$ cat src/rtl/rv32m_muldiv.sv
// Iterative RV32M multiply/divide unit: radix-2 shift-add multiply and restoring
// divide on one shared 2*XLEN accumulator, XLEN iterations per op.
module rv32m_muldiv #(
  parameter int XLEN = 32
) (
  input  logic            clk,
  input  logic            rst_n,
  input  logic            start,
  input  logic [2:0]      funct3,
  input  logic [XLEN-1:0] op_a,
  input  logic [XLEN-1:0] op_b,
  input  logic [4:0]      rd_in,
  input  logic            kill,
  output logic            busy,
  output logic            done,
  output logic [XLEN-1:0] result,
  output logic [4:0]      rd_out
);
  localparam int CW = $clog2(XLEN);

  typedef enum logic [1:0] {IDLE, CALC, DONE} state_e;

  state_e              state_q, state_d;
  logic [CW-1:0]       count_q, count_d;
  logic [2:0]          f3_q, f3_d;
  logic [4:0]          rd_q, rd_d, rdo_q, rdo_d;
  logic                neg_q, neg_d;
  logic [XLEN-1:0]     b_q, b_d, res_q, res_d;
  logic [2*XLEN-1:0]   acc_q, acc_d;

  logic                a_s, b_s, a_neg, b_neg, ovf;
  logic [XLEN-1:0]     a_mag, b_mag, neg_min;
  logic [XLEN:0]       msum, tr;
  logic                ge;
  logic [2*XLEN-1:0]   mstep, dstep, step, prod_s;
  logic [XLEN-1:0]     quo, rem, fin;

  // Magnitudes fit in XLEN bits unsigned: |0x80000000| is 2^31.
  always_comb begin
    a_s     = funct3[2] ? ~funct3[0] : (funct3[1:0] != 2'b11);
    b_s     = funct3[2] ? ~funct3[0] : ~funct3[1];
    a_neg   = a_s & op_a[XLEN-1];
    b_neg   = b_s & op_b[XLEN-1];
    a_mag   = a_neg ? -op_a : op_a;
    b_mag   = b_neg ? -op_b : op_b;
    neg_min = {1'b1, {(XLEN-1){1'b0}}};
    ovf     = funct3[2] & ~funct3[0] & (op_a == neg_min) & (op_b == '1);
  end

  // Mul: acc = {hi, multiplier}; Div: acc = {remainder, dividend/quotient}.
  always_comb begin
    msum  = {1'b0, acc_q[2*XLEN-1:XLEN]} + (acc_q[0] ? {1'b0, b_q} : '0);
    mstep = {msum, acc_q[XLEN-1:1]};
    tr    = {acc_q[2*XLEN-1:XLEN], acc_q[XLEN-1]};
    ge    = tr >= {1'b0, b_q};
    dstep = {ge ? (tr[XLEN-1:0] - b_q) : tr[XLEN-1:0], acc_q[XLEN-2:0], ge};
    step  = f3_q[2] ? dstep : mstep;
    prod_s = neg_q ? -mstep : mstep;
    quo   = dstep[XLEN-1:0];
    rem   = dstep[2*XLEN-1:XLEN];
    if (f3_q[2]) begin
      if (f3_q[1]) fin = neg_q ? -rem : rem;
      else         fin = neg_q ? -quo : quo;
    end else begin
      fin = (f3_q[1:0] == 2'b00) ? prod_s[XLEN-1:0] : prod_s[2*XLEN-1:XLEN];
    end
  end

  always_comb begin
    state_d = state_q;
    count_d = count_q;
    f3_d    = f3_q;
    rd_d    = rd_q;
    rdo_d   = rdo_q;
    neg_d   = neg_q;
    b_d     = b_q;
    acc_d   = acc_q;
    res_d   = res_q;
    unique case (state_q)
      IDLE: if (start && !kill) begin
        f3_d    = funct3;
        rd_d    = rd_in;
        count_d = '0;
        neg_d   = (funct3[2] && funct3[1]) ? a_neg : (a_neg ^ b_neg);
        b_d     = funct3[2] ? b_mag : a_mag;
        acc_d   = {{XLEN{1'b0}}, funct3[2] ? a_mag : b_mag};
        state_d = CALC;
        if (funct3[2] && (op_b == '0 || ovf)) begin
          if (op_b == '0) res_d = funct3[1] ? op_a : '1;
          else            res_d = funct3[1] ? '0 : neg_min;
          rdo_d   = rd_in;
          state_d = DONE;
        end
      end
      CALC: begin
        if (kill) state_d = IDLE;
        else begin
          acc_d   = step;
          count_d = count_q + 1'b1;
          if (count_q == CW'(XLEN-1)) begin
            res_d   = fin;
            rdo_d   = rd_q;
            state_d = DONE;
          end
        end
      end
      DONE:    state_d = IDLE;
      default: state_d = IDLE;
    endcase
  end

  always_ff @(posedge clk) begin
    if (!rst_n) begin
      state_q <= IDLE;
      count_q <= '0;
      f3_q    <= '0;
      rd_q    <= '0;
      rdo_q   <= '0;
      neg_q   <= 1'b0;
      b_q     <= '0;
      acc_q   <= '0;
      res_q   <= '0;
    end else begin
      state_q <= state_d;
      count_q <= count_d;
      f3_q    <= f3_d;
      rd_q    <= rd_d;
      rdo_q   <= rdo_d;
      neg_q   <= neg_d;
      b_q     <= b_d;
      acc_q   <= acc_d;
      res_q   <= res_d;
    end
  end

  assign busy   = (state_q != IDLE);
  assign done   = (state_q == DONE);
  assign result = res_q;
  assign rd_out = rdo_q;
endmodule

$ cat config.mk
export PLATFORM = sky130hd
export DESIGN_NAME = rv32m_muldiv
export DESIGN_NICKNAME = d
export VERILOG_FILES = /design/src/rtl/rv32m_muldiv.sv
export SDC_FILE = /design/constraint.sdc
export NUM_CORES = 1
export LEC_CHECK = 0
export BUFFER_PORTS_ARGS = -buffer_cell sky130_fd_sc_hd__buf_2
export CORE_ASPECT_RATIO = 0.5
export CORE_MARGIN = 4
export CORE_UTILIZATION = 45
export CTS_CLUSTER_SIZE = 24
export DETAILED_ROUTE_END_ITERATION = 10
export HOLD_SLACK_MARGIN = 0.08
export MAX_ROUTING_LAYER = met4
export SETUP_SLACK_MARGIN = 0.1
export SKIP_CTS_REPAIR_TIMING = 1
export SLEW_MARGIN = 15
export SYNTH_ARGS = -nofsm -noshare
export SYNTH_HDL_FRONTEND = slang
export SYNTH_SLANG_ARGS = --single-unit
export TNS_END_PERCENT = 20
$ cat constraint.sdc
create_clock -name clk -period 14.13 [get_ports clk]
set_clock_uncertainty 0.2 [all_clocks]
set_input_delay 0.7065 -clock clk [delete_from_list [all_inputs] [get_ports clk]]
set_output_delay 0.7065 -clock clk [all_outputs]
set_load 0.05 [all_outputs]
# After elaboration in Yosys (flattened, before gate mapping)
# Index checks and enable logic that the tools add are counted.
dict set report totals {
  ff_bits 149
  output_inout_bits 39
}
dict set report classes {
  add_sub_neg 8
  n_lt_le_gt_ge 1
  n_eq_ne 11
  n_mux 40
  bitwise 8
  n_reduce_logical 14
}
# operator count
set op_table {}
lappend op_table {{two-way mux 32 bit} 18}
lappend op_table {{two-way mux 64 bit} 4}
lappend op_table {{negation 32 bit} 4}
lappend op_table {{one-hot mux 64 bit (2 select lines)} 1}
lappend op_table {{equality test 32 bit (second input constant)} 2}
lappend op_table {{negation 64 bit} 1}
lappend op_table {{one-hot mux 32 bit (2 select lines)} 1}
lappend op_table {{adder 32 x 32 -> 33 bit} 1}
lappend op_table {{>= comparator 33 x 32 -> 1 bit} 1}
lappend op_table {{logical NOT 32 bit} 1}
lappend op_table {{subtractor 32 bit} 1}
lappend op_table {{two-way mux 5 bit} 6}
lappend op_table {{one-hot mux 5 bit (2 select lines)} 2}
lappend op_table {{inequality test 2 bit (second input constant)} 5}
lappend op_table {{two-way mux 2 bit} 4}
lappend op_table {{adder 5 x 1 -> 5 bit (second input constant)} 1}
lappend op_table {{AND 1 bit} 5}
lappend op_table {{equality test 5 bit (second input constant)} 1}
lappend op_table {{AND reduction 5 bit} 1}
lappend op_table {{logical NOT 2 bit} 2}
lappend op_table {{one-hot mux 2 bit (2 select lines)} 1}
lappend op_table {{AND reduction 2 bit} 2}
lappend op_table {{nonzero test 2 bit} 2}
lappend op_table {{logical AND 1 bit} 3}
lappend op_table {{other kinds (9)} 12}

# Depth between registers and ports, before layout
# Gate-level depths: netlist (run 1).
dict set report logic_depth {
  depth_word 9
  depth_mapped 26
}

# Worst setup path before layout (run 1)
# No wires, ideal clock.
dict set report synth_path {
  kind {register -> register}
  from {register b_q[10]}
  to {register res_q[24] (netlist: result[24])}
  setup_time_ns 0.120
  t_arrival_ns 5.236
  slack_ns 8.574
  path_stages_with_launch 25
  n_path_buf 5
  path_cell_list {dfxtp_1 inv_1 ha_1 buf_2 and4_1 nor3b_2 o211ai_1 a2111oi_4 or3_1 buf_2 buf_2 buf_2 clkbuf_1 a21oi_1 inv_1 ha_1 nand2_1 nor3_1 nand4_1 o41ai_1 nand3_1 nor3b_1 mux2i_1 a2111oi_0 a211o_1}
}
dict set report synth_between {
  elab_chain_cells 9
  word_cells_on_any_way 17
  cone_classes {add/sub (5); order compare (1); mux (11)}
}
# element line_no
set synth_lines {}
lappend synth_lines {{start, declared} 28} ;# logic [XLEN-1:0] b_q, b_d, res_q, res_d;
lappend synth_lines {{start signal, assigned} 120} ;# b_q <= '0;
lappend synth_lines {{start signal, assigned} 130} ;# b_q <= b_d;
lappend synth_lines {{two-way mux 32 bit, or another cell as far along} 52} ;# msum = {1'b0, acc_q[2*XLEN-1:XLEN]} + (acc_q[0] ? {1'b0, b_q} : '0);
lappend synth_lines {{adder 32 x 32 -> 33 bit or two-way mux 32 bit (tied branches)} {52, 56}}
lappend synth_lines {{negation 64 bit or negation 32 bit (tied branches)} {58, 62}}
lappend synth_lines {{two-way mux 64 bit or two-way mux 32 bit (tied branches)} {58, 62}}
lappend synth_lines {{two-way mux 32 bit (on tied branches)} {65, 62}}
lappend synth_lines {{two-way mux 32 bit *} 61} ;# if (f3_q[2]) begin
lappend synth_lines {{two-way mux 32 bit *} 100} ;# if (count_q == CW'(XLEN-1)) begin
lappend synth_lines {{two-way mux 32 bit *} 96} ;# if (kill) state_d = IDLE;
lappend synth_lines {{one-hot mux 32 bit (2 select lines) *} 79} ;# unique case (state_q)
lappend synth_lines {{end signal, assigned} 132} ;# res_q <= res_d;
lappend synth_lines {{end, declared} 28}
# Every way passes the cells marked *; elsewhere a longest branch is shown, timed or not. The select of a mux whose other input is x is not followed.
# A chain may end at the register's enable or synchronous reset.

# Worst setup path after layout (run 1)
dict set report layout_path {
  from {register acc_q[37]}
  to {register res_q[24] (netlist: result[24])}
}
dict set report layout_between {
  elab_chain_cells 9
  word_cells_on_any_way 16
  cone_classes {add/sub (5); order compare (1); mux (10)}
}
# element line_no
set layout_lines {}
lappend layout_lines {{start, declared} 29} ;# logic [2*XLEN-1:0] acc_q, acc_d;
lappend layout_lines {{start signal, assigned} 121} ;# acc_q <= '0;
lappend layout_lines {{start signal, assigned} 131} ;# acc_q <= acc_d;
lappend layout_lines {{subtractor 32 bit or >= comparator 33 x 32 -> 1 bit (tied branches)} {56, 55}}
lappend layout_lines {{two-way mux 32 bit} 56} ;# dstep = {ge ? (tr[XLEN-1:0] - b_q) : tr[XLEN-1:0], acc_q[XLEN-2:0], ge};
lappend layout_lines {{negation 32 bit} 62} ;# if (f3_q[1]) fin = neg_q ? -rem : rem;
lappend layout_lines {{two-way mux 32 bit (2 in a row)} 62}
lappend layout_lines {{two-way mux 32 bit *} 61}
lappend layout_lines {{two-way mux 32 bit *} 100}
lappend layout_lines {{two-way mux 32 bit *} 96}
lappend layout_lines {{one-hot mux 32 bit (2 select lines) *} 79}
# Marks and branches as above.

==> results.md, run 1 <==
- Fillers: around 4.1k
- Critical Path Source Type: flop
- Antenna violation net count after detailed routing: 0
- Synth area leader: dfxtp_1
- Num rows: 51
- HP Class: reg2reg
- Top-count cell post-synth: nor2_1
- Die Wd: a little under 300 um
- Max-cap viol count: 0
- Post-synth EDFFs: 0
- R2r endpoint: result[24]
- CP max-delay cell: or3_2
- Crit-path cells: ha_1 > a21oi_1 > o21ai_0 > a221oi_1 > a2111oi_4 > or3_2 > buf_4 > mux2i_1 > ha_1 > nand2_1 > nor3_1 > nand4_1 > o41ai_1 > nand3_1 > nor3b_1 > mux2i_1 > a2111oi_0 > a211o_1
- Synth top cells by count: 329 x nor2_1, 275 x nand2_1, 209 x a21oi_1, 193 x o21ai_0, 164 x clkbuf_1
- Vias per inst: ~6.6
- WL/cell: 26.0 um
- Final-report hold violation count: 0
- Num CTS Buffers: 17
- Final worst slack: around 7.3 ns
- Drt drc: 0
- Initial antenna violation count: 6
- Max VDD drop: between 0.09 and 0.1 mV
- Crit path capture: result[24]
- Reg2Reg Launch Point: acc_q[37]
- Global-route total usage across every layer: 0.380
- Worst path depth: 18
- Clock latency on the worst-skew pair: around 0.47 ns
- Delay-heaviest family, CP: compound AO/OA/AOI/OAI gates
- Warnings, synthesis: 0
- Initial Util: 0.457
- Largest net degree at the start of global routing: 81
- Synth-to-layout area growth: 7.65%
- Max_slew headroom: 0.107
- Fraction of registers with async set/reset: 0
- Synth unique cells: between 80 and 90
- Outcome: completed
- Slowest stage delay, CP: about 0.72 ns
- Port Buffers: 114
- CP startpoint: acc_q[37]
- Placer Congestion: around 1.0
- CP Class: reg2reg
- Cell area power density: just over 80 nW/um^2
- Final setup violation count: 0
- Primary FF master, synth: dfxtp_1
- Vias in the first global route: between 15k and 20k
- Fmax: around 150 MHz
- Syn nets: about 2.8k
- # IOs: about 120
- Root buf cell: clkbuf_16
- Worst-case reg-to-reg path depth: 18
- CP Capture Type: flop
- Minimum clock period: 6.82 ns
- Overflow after GRT: 0
- Share of cells above drive strength 1: 0.0987
- Clock Tree Buf Depth: 2
- RSZ-0062 raised after global routing: no
- TritonCTS clock tree: yes
- First-pass iteration count of the detailed router: 6
- Global-route wire length before repair: 120,000 um
- Final setup TNS: 0 ns
- Number of synthesized register bits: 149
- Tcrit/Tclk final: 0.483
- Final WL: 81,600 um
- WP data arrival: about 7 ns
- Pre-CTS setup slack: 7.47 ns
- H-tree Lvls: 4
- Vias after detailed routing: approximately 21k
- Synth top area share: 0.167
- Critical Path RT: between 10 and 15 ns
- Worst-path clk slew: ~0.070 ns
- Hpwl dp: between 60,000 and 70,000 um
- Die height: ~150 um
- # nets final: 2,742
- Synth area leaders: dfxtp_1 17%, nor2_1 6.9%, a21oi_1 5.9%
- Syn avg cell area: about 6.8 sq um
- Initial drt markers: 2,984
- R2r setup slk: ~7.3 ns
- WP buf/inv: 1
- Leak Pwr: between 7 and 8 nW
- CTS sink cnt: ~150
- Cells after Synth: 2,625
- Slew Limit Fails: 0
- Core ar.: 39,000 sq um
- Crit path max fanout: 26
- Die footprint: around 43,000 sq um
- Netlist Area Pre-Place: 17,800 sq um
- Worst-Margin Slew: ~1.3 ns
- Seq/Total Area, Yosys: 0.167
==> tightest hold or removal path: stages (launching register included) <==
cell	delay (ns)
dfxtp_1	0.31
nand2_1	0.05
a21oi_1	0.05
==> worst min-delay path by stage <==
stage | start | slack, ns | to | cells past startpoint
2_1_floorplan | b_q[25] | 0.23 | b_q[25] | 2
3_3_place_gp | b_q[5] | 0.24 | b_q[5] | 2
3_5_place_dp | b_q[23] | 0.24 | b_q[23] | 2
4_1_cts | b_q[23] | 0.25 | b_q[23] | 2
5_1_grt | b_q[23] | 0.27 | b_q[23] | 2
6_report | b_q[23] | 0.25 | b_q[23] | 2
==> registers in the layout (all words and copies together), names as in the netlist <==
signal and cells:
state_q 2, acc_q 64, rd_out 5, b_q 32, rd_q 5, count_q 5, f3_q 3, result 32
neg_q 1
==> area by class of cell <==
type / count / area, sq um / area share
antenna: 4 / 10.0 / 0.000522
clock buffer: 19 / 433 / 0.0226
clock inverter: 12 / 134 / 0.00698
inverter: 86 / 324 / 0.0169
multi-input combinational: 2190 / 13800 / 0.720
sequential: 149 / 2990 / 0.156
tap: 530 / 663 / 0.0346
timing repair buffer: 148 / 826 / 0.0431
==> through the flow <==
step | hold slack, ns | total power (W) | cell area [sq um] | cells | utilization
6_report | 0.250 | 0.00159 | 19200 | 3138 | 0.492
5_1_grt | 0.273 | 0.00165 | 19200 | 3138 | 0.492
4_1_cts | 0.252 | 0.00156 | 19200 | 3134 | 0.491
3_5_place_dp | 0.245 | 0.00108 | 18600 | 3103 | 0.477
3_3_place_gp | 0.240 | 0.00109 | 18600 | 3103 | 0.477
2_1_floorplan | 0.232 | 0.000889 | 17800 | 2625 | -
==> power by group <==
group | leakage, nW | internal, W | switching (W)
Combinational | 5.99 | 0.000210 | 0.000432
Sequential | 1.21 | 0.000435 | 0.0000311
Clock | 0.273 | 0.000260 | 0.000220
Total | 7.48 | 0.000905 | 0.000683
==> layer usage <==
layer	track usage	wire length [um]	up-vias
li1	-	-	9547
met1	0.563	37400	9858
met2	0.487	30500	1193
met3	0.140	12400	95
met4	0.0609	1250	0
met5	-	0	-
==> cells by family (layout without fill, tap and decap cells) <==
family	Yosys count	in the layout	synth area share
and+or+nand+nor	999	999	0.265
muxes	89	89	0.0521
adders and majority gates	74	74	0.0528
DFF	149	149	0.167
AOI/OAI and AO/OA	843	843	0.310
other	0	4	0
xor gates and xnor gates	185	185	0.0909
buffers and inverters	286	265	0.0619
==> placed cells by master (no fill, tap or decap), types with 60 or more instances in the layout <==
| master | netlist | final |
|---|---|---|
| nand2_1 | 275 | 275 |
| nor3_1 | 73 | 73 |
| nor2_1 | 329 | 325 |
| xor2_1 | 80 | 80 |
| o21ai_0 | 193 | 193 |
| a211oi_1 | 63 | 60 |
| a21oi_1 | 209 | 208 |
| ha_1 | 72 | 72 |
| inv_1 | 82 | 82 |
| buf_2 | 8 | 114 |
| xnor2_1 | 105 | 105 |
| dfxtp_1 | 149 | 146 |
| mux2i_1 | 68 | 68 |
(Power assumes the default switching activity.)
==> inputs of run 2 (changes only) <==
==> constraint.sdc (replaced) <==
create_clock -name clk -period 5.9 [get_ports clk]
set_clock_uncertainty 0.2 [all_clocks]
set_input_delay 0.295 -clock clk [delete_from_list [all_inputs] [get_ports clk]]
set_output_delay 0.295 -clock clk [all_outputs]
set_load 0.05 [all_outputs]
==> results.md, run 2 (same netlist as run 1, synthesis figures left out) <==
- Vias after detailed routing: 21.0k (+1.7%)
- Crit path max fanout: 16 (-38%)
- Most frequent cells in the layout: 325 x nor2_1, 275 x nand2_1, 208 x a21oi_1
- HP Class: in2reg
- Cell area power density: 205 nW/um^2 (+150%)
- Drt drc: 0 (unchanged)
- H-tree Lvls: 4 (unchanged)
- Core ar.: 39,000 sq um (unchanged)
- Reg with most FFs: acc_q
- Most common cell after layout, fill and taps aside: nor2_1
- Tcrit/Tclk final: 0.924 (+0.441)
- Vias in the first global route: 18.5k (+2.2%)
- CP Capture Type: flop
- Worst-path clk slew: 0.07 ns (about the same)
- WP data arrival: 5.62 ns (-1.41 ns)
- CP Class: reg2reg
- Critical Path RT: 6.07 ns (-8.27 ns)
- Overflow after GRT: 0 (unchanged)
- Die footprint: 43,000 sq um (unchanged)
- Fillers: 4,060 (-0.25%)
- Max-cap viol count: 0 (unchanged)
- Hold slack: 0.0507 ns (-0.200 ns)
- Die height: 149 um (unchanged)
- TritonCTS clock tree: yes
- Largest net degree at the start of global routing: 68 (-16%)
- Antenna violation net count after detailed routing: 0 (unchanged)
- Outcome: completed
- Max reg flops: 64 (unchanged)
- Num rows: 51 (unchanged)
- Clock latency on the worst-skew pair: 0.47 ns (about the same)
- Clock Tree Buf Depth: 2 (unchanged)
- # nets final: 2,807 (+2.4%)
- Final setup TNS: 0 ns (unchanged)
- Num CTS Buffers: 17 (unchanged)
- Hpwl dp: 63,400 um (+2.2%)
- RSZ-0062 raised after global routing: no
- Final WL: 82,800 um (+1.5%)
- Max VDD drop: 0.224 mV (+150%)
- Final setup violation count: 0 (unchanged)
- Die Wd: 289 um (unchanged)
- Share of cells above drive strength 1: 0.118 (+0.0189)
- Global-route total usage across every layer: 0.383 (+0.00332)
- WL/cell: 25.9 um (-0.43%)
- Worst-Margin Slew: 1.39 ns (+0.0576 ns)
- Placer Congestion: 1.03 (-1.1%)
- Global-route wire length before repair: 121,000 um (+0.73%)
- Minimum clock period: 5.45 ns (-1.37 ns)
- Fmax: 183 MHz (+25%)
- Ant. Diodes: 0 (-4)
- Leak Pwr: 7.84 nW (+4.9%)
- Critical Path Source Type: flop
- Slew Limit Fails: 0 (unchanged)
- First-pass iteration count of the detailed router: 8 (+2)
- Vias per inst: 6.58 (-0.26%)
- Root buf cell: clkbuf_16
- Initial antenna violation count: 2 (-4)
- Final core utilization: 0.508 (+0.0158)
- R2r setup slk: 0.45 ns (-6.86 ns)
- # IOs: 115 (unchanged)
- CTS sink cnt: 149 (unchanged)
- Initial Util: 0.457 (unchanged)
- Port Buffers: 114 (unchanged)
- Final-report hold violation count: 0 (unchanged)
- Initial drt markers: 3,336 (+12%)
- Synth-to-layout area growth: 11.1%
- Max_slew headroom: 0.0680 (-0.0386)
[run 2: worst max-delay path, stage by stage, from the launching register on]
cell and delay (ns):
dfxtp_1 0.34, inv_1 0.06, ha_1 0.44, and4_1 0.33, nor3b_2 0.23, buf_4 0.15, o211ai_1 0.15, a2111oi_4 0.40
or3_2 0.24, buf_4 0.24, a21oi_1 0.14, inv_1 0.08, ha_1 0.20, nand2_1 0.10, nor3_2 0.21, nand4_1 0.29
o41a_1 0.50, o21ai_0 0.28, nor3_1 0.08, o41a_1 0.40, a311oi_1 0.27
[run 2: stage by stage]
step	setup WS (ns)	instance area, sq um	total power (W)	cells
after floorplan	0.344	17800	0.00213	2625
after global placement	0.502	19000	0.00265	3156
after detailed placement	0.446	19000	0.00265	3156
after CTS	0.379	19700	0.00396	3188
after global routing	0.106	19800	0.00418	3200
final	0.449	19800	0.00405	3200
[run 2: path summary, 6_finish.rpt]
path	from	end	depth (start not counted)
max	b_q[10]	result[16]	20
max reg2reg	b_q[10]	result[16]	20
min reg2reg	b_q[8]	b_q[8]	2
min	op_a[0]	b_q[0]	3
[run 2: layout make-up]
| class | instances | area (sq um) | area share |
|---|---|---|---|
| clock buffers | 19 | 443 | 0.0224 |
| clock inverters | 13 | 220 | 0.0111 |
| inverters | 86 | 324 | 0.0164 |
| multi-input cells | 2190 | 13800 | 0.698 |
| flip-flops and latches | 149 | 2990 | 0.151 |
| well taps | 530 | 663 | 0.0335 |
| repair buffers | 213 | 1340 | 0.0679 |
[run 2: layer usage]
layer,GRT usage,vias to the layer above,share of wire
li1,-,9673,-
met1,0.573,10000,0.46
met2,0.501,1294,0.38
met3,0.127,71,0.15
met4,0.0506,0,0.012
met5,-,-,0
[run 2: report_power, final]
part | switching [W] | leakage (nW) | total [W] | internal (W)
registers | 0.0000713 | 1.21 | 0.00111 | 0.00104
logic | 0.00106 | 6.31 | 0.00160 | 0.000541
clock network | 0.000564 | 0.317 | 0.00134 | 0.000772
total | 0.00169 | 7.84 | 0.00405 | 0.00236
